<file path="src/rtl/dmem_arb_pkg.sv">
// Shared types and constants for the data-memory port arbiter.
`timescale 1ns/1ps
package dmem_arb_pkg;

    typedef enum logic [0:0] {
        ARB_FREE      = 1'b0,
        ARB_HOST_LOCK = 1'b1
    } arb_state_e;

    localparam logic PORT_CORE = 1'b0;
    localparam logic PORT_HOST = 1'b1;

    localparam int unsigned DEF_MAX_WAIT = 32'd4;

endpackage

</file>
<file path="src/rtl/dmem_arb_waitcnt.sv">
// Saturating host wait counter with clear; flags when the host has waited MAX_WAIT cycles.
`timescale 1ns/1ps
module dmem_arb_waitcnt
    import dmem_arb_pkg::*;
#(
    parameter int unsigned MAX_WAIT = DEF_MAX_WAIT
) (
    input  logic clk_i,
    input  logic rst_i,
    input  logic inc_i,
    input  logic clr_i,
    output logic sat_o
);

    localparam int unsigned CW = (MAX_WAIT < 32'd1) ? 32'd1 : $clog2(MAX_WAIT + 32'd1);

    logic [CW-1:0] cnt_r;

    // Wait counter: clear wins over increment, saturates at MAX_WAIT
    always_ff @(posedge clk_i or posedge rst_i) begin
        if (rst_i) begin
            cnt_r <= '0;
        end else if (clr_i) begin
            cnt_r <= '0;
        end else if (inc_i && (cnt_r != CW'(MAX_WAIT))) begin
            cnt_r <= cnt_r + CW'(1);
        end else begin
            cnt_r <= cnt_r;
        end
    end

    assign sat_o = (cnt_r == CW'(MAX_WAIT));

endmodule

</file>
<file path="src/rtl/dmem_arbiter.sv">
// Core/host arbiter for the shared dcache port; core has priority, host may lock the port.
// Optional host starvation guard compiled in with DMEM_ARB_STARVE_GUARD_EN.
`timescale 1ns/1ps
module dmem_arbiter
    import dmem_arb_pkg::*;
#(
    parameter int unsigned AW       = 32'd6,
    parameter int unsigned DW       = 32'd32,
    parameter int unsigned MAX_WAIT = DEF_MAX_WAIT
) (
    input  logic          clk_i,
    input  logic          rst_i,

    input  logic          core_req_i,
    input  logic          core_we_i,
    input  logic [AW-1:0] core_addr_i,
    input  logic [DW-1:0] core_dato_i,
    output logic          core_gnt_o,
    output logic          core_valid_o,
    output logic [DW-1:0] core_dato_o,

    input  logic          host_req_i,
    input  logic          host_we_i,
    input  logic [AW-1:0] host_addr_i,
    input  logic [DW-1:0] host_dato_i,
    input  logic          host_lock_i,
    output logic          host_gnt_o,
    output logic          host_valid_o,
    output logic [DW-1:0] host_dato_o,

    output logic [AW-1:0] mem_addr_o,
    output logic [DW-1:0] mem_dato_o,
    output logic          mem_memwrite_o,
    output logic          mem_memread_o,
    input  logic [DW-1:0] mem_dato_i
);

    arb_state_e    state_r;
    arb_state_e    state_nxt_s;
    logic          core_gnt_s;
    logic          host_gnt_s;
    logic          host_force_s;
    logic          sel_s;
    logic          core_rd_r;
    logic          host_rd_r;
    logic [DW-1:0] core_hold_r;
    logic [DW-1:0] host_hold_r;

`ifdef DMEM_ARB_STARVE_GUARD_EN
    logic wait_inc_s;
    logic wait_clr_s;
    logic wait_sat_s;

    assign wait_inc_s   = (state_r == ARB_FREE) && host_req_i && !host_gnt_s;
    assign wait_clr_s   = host_gnt_s || !host_req_i;
    assign host_force_s = wait_sat_s;

    dmem_arb_waitcnt #(
        .MAX_WAIT (MAX_WAIT)
    ) u_waitcnt (
        .clk_i (clk_i),
        .rst_i (rst_i),
        .inc_i (wait_inc_s),
        .clr_i (wait_clr_s),
        .sat_o (wait_sat_s)
    );
`else
    assign host_force_s = 1'b0;
`endif

    // Arbitration state register
    always_ff @(posedge clk_i or posedge rst_i) begin
        if (rst_i) begin
            state_r <= ARB_FREE;
        end else begin
            state_r <= state_nxt_s;
        end
    end

    // Grant decision and next state; no grant is issued while reset is held
    always_comb begin
        core_gnt_s  = 1'b0;
        host_gnt_s  = 1'b0;
        state_nxt_s = state_r;
        if (rst_i) begin
            state_nxt_s = ARB_FREE;
        end else begin
            case (state_r)
                ARB_FREE: begin
                    if (host_req_i && host_force_s) begin
                        host_gnt_s = 1'b1;
                    end else if (core_req_i) begin
                        core_gnt_s = 1'b1;
                    end else if (host_req_i) begin
                        host_gnt_s = 1'b1;
                    end else begin
                        host_gnt_s = 1'b0;
                    end
                    if (host_gnt_s && host_lock_i) begin
                        state_nxt_s = ARB_HOST_LOCK;
                    end else begin
                        state_nxt_s = ARB_FREE;
                    end
                end
                ARB_HOST_LOCK: begin
                    // Exit cycle still withholds the core grant
                    host_gnt_s = host_req_i;
                    if (!host_req_i && !host_lock_i) begin
                        state_nxt_s = ARB_FREE;
                    end else begin
                        state_nxt_s = ARB_HOST_LOCK;
                    end
                end
                default: begin
                    state_nxt_s = ARB_FREE;
                end
            endcase
        end
    end

    assign sel_s = host_gnt_s ? PORT_HOST : PORT_CORE;

    // Winner's fields onto the dcache port; idle port drives zeros
    always_comb begin
        mem_addr_o     = '0;
        mem_dato_o     = '0;
        mem_memwrite_o = 1'b0;
        mem_memread_o  = 1'b0;
        if (core_gnt_s || host_gnt_s) begin
            case (sel_s)
                PORT_CORE: begin
                    mem_addr_o     = core_addr_i;
                    mem_dato_o     = core_dato_i;
                    mem_memwrite_o = core_we_i;
                    mem_memread_o  = !core_we_i;
                end
                PORT_HOST: begin
                    mem_addr_o     = host_addr_i;
                    mem_dato_o     = host_dato_i;
                    mem_memwrite_o = host_we_i;
                    mem_memread_o  = !host_we_i;
                end
                default: begin
                    mem_addr_o = '0;
                end
            endcase
        end else begin
            mem_addr_o = '0;
        end
    end

    // Read-return pipeline bits and last-value hold registers
    always_ff @(posedge clk_i or posedge rst_i) begin
        if (rst_i) begin
            core_rd_r   <= 1'b0;
            host_rd_r   <= 1'b0;
            core_hold_r <= '0;
            host_hold_r <= '0;
        end else begin
            core_rd_r <= core_gnt_s && !core_we_i;
            host_rd_r <= host_gnt_s && !host_we_i;
            if (core_rd_r) begin
                core_hold_r <= mem_dato_i;
            end else begin
                core_hold_r <= core_hold_r;
            end
            if (host_rd_r) begin
                host_hold_r <= mem_dato_i;
            end else begin
                host_hold_r <= host_hold_r;
            end
        end
    end

    assign core_gnt_o   = core_gnt_s;
    assign host_gnt_o   = host_gnt_s;
    assign core_valid_o = core_rd_r;
    assign host_valid_o = host_rd_r;
    assign core_dato_o  = core_rd_r ? mem_dato_i : core_hold_r;
    assign host_dato_o  = host_rd_r ? mem_dato_i : host_hold_r;

endmodule

</file>
<file path="config.mk">
export PLATFORM = sky130hd
export DESIGN_NAME = dmem_arbiter
export DESIGN_NICKNAME = d
export VERILOG_FILES = /design/src/rtl/dmem_arb_pkg.sv /design/src/rtl/dmem_arb_waitcnt.sv /design/src/rtl/dmem_arbiter.sv
export SDC_FILE = /design/constraint.sdc
export NUM_CORES = 1
export LEC_CHECK = 0
export CORE_ASPECT_RATIO = 1.1
export CORE_MARGIN = 3
export CORE_UTILIZATION = 38
export DETAILED_ROUTE_END_ITERATION = 7
export MAX_ROUTING_LAYER = met4
export PLACE_DENSITY = 0.89
export SLEW_MARGIN = 30
export SYNTH_ARGS = -nofsm -noshare
export SYNTH_HDL_FRONTEND = slang
export SYNTH_HIERARCHICAL = 1
export SYNTH_SLANG_ARGS = --single-unit
</file>
<file path="constraint.sdc">
create_clock -name clk_i -period 10.6 [get_ports clk_i]
set_clock_uncertainty 0.2 [all_clocks]
set_input_delay 3.18 -clock clk_i [delete_from_list [all_inputs] [get_ports clk_i]]
set_output_delay 3.18 -clock clk_i [all_outputs]
set_load 0.01 [all_outputs]
</file>
* Word level (Yosys, flattened, before mapping)
Index checks and enable logic that the tools add are counted.
** Word-level totals
- Register bits :: 67
- Latch bits :: 0
- Bits in writable memories :: 0
- Memory bits (read-only) :: 0
- Input bits :: 115
- Output and inout bits :: 108
- Word-level logic and storage cells :: 40
- Memories kept :: 0
** Cells by class
- Add/sub/neg operators :: 0
- Multipliers :: 0
- Div/mod/pow operators :: 0
- Magnitude comparators :: 0
- Eq/ne operators :: 0
- Shift operators :: 0
- Muxes and demuxes :: 24
- Bitwise gates (word level) :: 2
- Reductions and logical operators :: 9
** Operator list (number)
- $mux W32 :: 3
- $pmux W32 S2 :: 1
- $mux W1 :: 14
- $pmux W6 S2 :: 1
- $pmux W1 S2 :: 4
- $mux W6 :: 1
- $logic_and A1 B1 Y1 :: 4
- $logic_not A1 Y1 :: 4
- $not A1 Y1 :: 2
- $logic_or A1 B1 Y1 :: 1

* Depth between registers and ports, before layout
- Word-level depth :: 10
- Mapped depth :: 5
- Mapped depth without buffers :: 3

* Worst setup path after synthesis
OpenSTA, ideal clock, no wires.
- Path type :: input to output
- Start point :: input rst_i
- End point :: output host_gnt_o
- Arrival time :: 5.143 ns
- Required time :: 7.220 ns
- Setup slack :: 2.077 ns
- Stages on the path :: 3
- Path buffers :: 1
- Path through :: buf_2 inv_1 and3_1
** On the way
- Word-level cells in the longest chain between the ends :: 1
** RTL lines
- start, declared :: RTL line dmem_arbiter.sv:12 : input logic rst_i,
- $mux W1 :: RTL line dmem_arbiter.sv:85 : if (rst_i) begin
- end, declared :: RTL line dmem_arbiter.sv:27 : output logic host_gnt_o,
No other way between the ends.

* Worst setup path in the final report
- Start point :: input core_req_i
- End point :: output mem_dato_o[22]
** On the way
- Word-level cells in the longest chain between the ends :: 9
- Elaborated cells on any way between the ends :: 13
- Those cells by class :: mux: 11; bitwise: 1; reduce/logical: 1
** RTL lines
- start, declared :: RTL line dmem_arbiter.sv:14 : input logic core_req_i,
- $mux W1 :: RTL line dmem_arbiter.sv:92 : end else if (core_req_i) begin
- $mux W1 :: RTL line dmem_arbiter.sv:88 : case (state_r)
- $mux W1 :: RTL line dmem_arbiter.sv:85
- $pmux W1 S2 :: RTL line dmem_arbiter.sv:88
- $mux W1 :: RTL line dmem_arbiter.sv:85
- $mux W1 :: RTL line dmem_arbiter.sv:121 : assign sel_s = host_gnt_s ? PORT_HOST : PORT_CORE;
- $not A1 Y1 :: RTL line dmem_arbiter.sv:130 : case (sel_s)
- $pmux W32 S2 :: RTL line dmem_arbiter.sv:130
- $mux W32 (*) :: RTL line dmem_arbiter.sv:129 : if (core_gnt_s || host_gnt_s) begin
- end, declared :: RTL line dmem_arbiter.sv:32 : output logic [DW-1:0] mem_dato_o,
Every way passes the cells marked *; elsewhere a longest branch is shown, timed or not. The select of a mux whose other input is x is not followed.

==> flow_summary.yaml <==
outcome:
  status: "completed"
sta:
  period_needed_ns: 8.53
  min_period_over_period_pct: 80.5
  tns_ns: 0
  max_freq_mhz: 117
  rsz0062_at_grt: "false"
  finalSetupViolCount: 0
  finalHoldViolations: 0
  slew_viol_final: 0
  slew_headroom_pct: 44.9
  tightest_slew_ns: 0.827
clock_network:
  insertion_delay_ns: 0.33
  cts_sinks: 67
  clkTransAtPathRegs_ns: 0.07
  clockBufferDepth: 2
  cts-root-buf: "clkbuf_8"
  cts_tree: "yes"
  cts_setup_buffers: 0
  htreeDepth: 3
  numCtsBuffers: 9
  post_cts_resized: 0
  cts_hold_buffers: 0
synth:
  synth_cell_type_count: 19
  netlist_instances: 288
  yosysSeqAreaShare_pct: 52.9
  synth_top_cell_area_share_pct: 52.9
  syn-cell-area_um2: 3170
  synth_nets: 403
  yosysWarnings: 6
  syn_avg_cell_area_um2: 11.0
  synth-seq-cells: 67
  yosys.area.top_type: "dfrtp_1"
  ys_top_cells_by_area: "dfrtp_1 (53%), mux2_2 (21%), a21oi_1 (6.5%)"
route:
  drt-initial-drc-count: 58
  ant_nets: 0
  vias_per_cell: 5.00
  drc_errors: 0
  wl_um: 10900
  via_count: 3060
  routedWlPerCell_um: 17.8
  drt_pass1_iterations: 4
grt:
  grtUsageTotal_pct: 23.3
  grt_pass1_wl_um: 16600
  grt_overflow: 0
  antenna_found_initial: 0
  grt_max_degree: 68
  grt_pass1_vias: 3135
placement:
  hpwl_um: 8100
  finalWeightedCongestion: 0.748
  io_buffers: 222
  post_dp_cell_area_um2: 5410
layout:
  fin_util_pct: 70.1
  layout-drive-gt1-share_pct: 16.5
  syn_to_final_growth_pct: 76.7
  design_area_um2: 5600
  fillers: 571
  layout.nets: 615
  insertedDiodeCount: 0
worst_setup_path:
  regToRegSetupSlack_ns: 8.93
  worstPathRequired_ns: 7.22
  cp-start-kind: "primary input"
  worstSetupEndpointType: "primary output"
  critical_path_class: "primary input to primary output"
  reg2reg_from: "state_r"
  path_max_fanout: 36
  r2r_end: "host_valid_o"
  crit_arrival_ns: 5.15
  reg2reg_depth: 4
floorplan:
  core_area_um2: 8000
  rows: 34
  chipWidth_um: 93.1
  die_h_um: 102
  initial_core_util_pct: 39.7
  ios: 223
  die-area_um2: 9480
power_and_ir_drop:
  pwr_density_cell_nw_per_um2: 152
  irDropWorstVdd_uv: 79.2
  p_leak_nw: 2.23
job:
  max_cap_viol_count: 0
worst_hold_path:
  worstHoldEndpoint: "core_hold_r[28]"
  whs_path_depth: 1
  min_path_type: "register to register"
  min_from: "core_hold_r[28]"
[worst max path at each step]
stage	end	start	cells past startpoint	slack [ns]
finish	mem_dato_o[22]	core_req_i	6	2.07
global route	mem_dato_o[27]	core_req_i	5	1.90
CTS	mem_dato_o[22]	core_req_i	6	2.07
detailed placement	mem_dato_o[22]	core_req_i	6	2.06
global placement	mem_dato_o[6]	core_req_i	6	2.13
floorplan	host_gnt_o	rst_i	3	2.08
[through the flow]
step                setup slack [ns]  power, mW  hold WS (ns)  std cells
global placement                2.13      0.633         0.265        597
floorplan                       2.08      0.453         0.313        288
finish                          2.07      0.853         0.288        612
global route                    1.90      0.890         0.305        612
CTS                             2.07      0.860         0.290        612
detailed placement              2.06      0.651         0.275        597
[logic make-up after synthesis]
logic type | Yosys count | synth area share (%)
flops | 67 | 52.9
mux | 64 | 22.7
compound gates | 42 | 6.63
buf+inv | 28 | 5.21
simple gates | 87 | 12.6
[cell usage in the layout, fill, tap and decap left out, types with 4 or more instances in the layout]
| master | netlist | final |
|---|---|---|
| a21oi_1 | 41 | 41 |
| nand2_1 | 39 | 39 |
| buf_4 | 10 | 6 |
| dfrtp_1 | 67 | 67 |
| mux2_1 | 4 | 4 |
| clkdlybuf4s50_1 | 0 | 222 |
| clkbuf_8 | 0 | 9 |
| nand3_1 | 39 | 39 |
| mux2_2 | 60 | 60 |
[power by group]
part / internal (mW) / leakage [nW] / switching [mW] / total (mW)
clock: 0.108 / 0.0913 / 0.0979 / 0.205
combinational: 0.191 / 1.33 / 0.132 / 0.324
sequential: 0.309 / 0.803 / 0.0157 / 0.324
[registers in the layout (all words and copies together), names as in the netlist]
name	flops
core_hold_r	32
core_valid_o	1
host_valid_o	1
host_hold_r	32
state_r	1
[cell usage after synthesis]
library cell and instances:
dfrtp_1 67, mux2_2 60, a21oi_1 41, nand2_1 39, nand3_1 39, buf_4 10
clkbuf_1 9, buf_2 6, mux2_1 4, buf_6 2, nand2b_1 2, nand3b_1 2
and2b_2 1, and3_1 1, inv_1 1, nor2_1 1, nor2b_1 1, nor3_1 1
o21ai_0 1
[area by class of cell]
cell class | instances | area (µm²) | area share (%)
clock inverters | 6 | 67.6 | 1.21
multi-input cells | 193 | 1330 | 23.7
flip-flops and latches | 67 | 1680 | 29.9
repair buffers | 228 | 2270 | 40.5
clock buffers | 9 | 124 | 2.21
inverters | 1 | 3.75 | 0.0670
well taps | 108 | 135 | 2.41
[critical path: stages]
cell             delay [ns]
clkdlybuf4s50_1        0.42
nand2b_1               0.25
buf_4                  0.40
nand3_1                0.13
a21oi_1                0.20
clkdlybuf4s50_1        0.57
[metal layers]
metal | vias up | part of all wire [%] | global-route usage [%]
li1 | 1414 | - | -
met1 | 1445 | 40 | 26.2
met2 | 183 | 50 | 41.1
met3 | 18 | 8.1 | 5.30
met4 | 0 | 2.1 | 7.67
met5 | - | 0 | -
(Power assumes the default switching activity.)
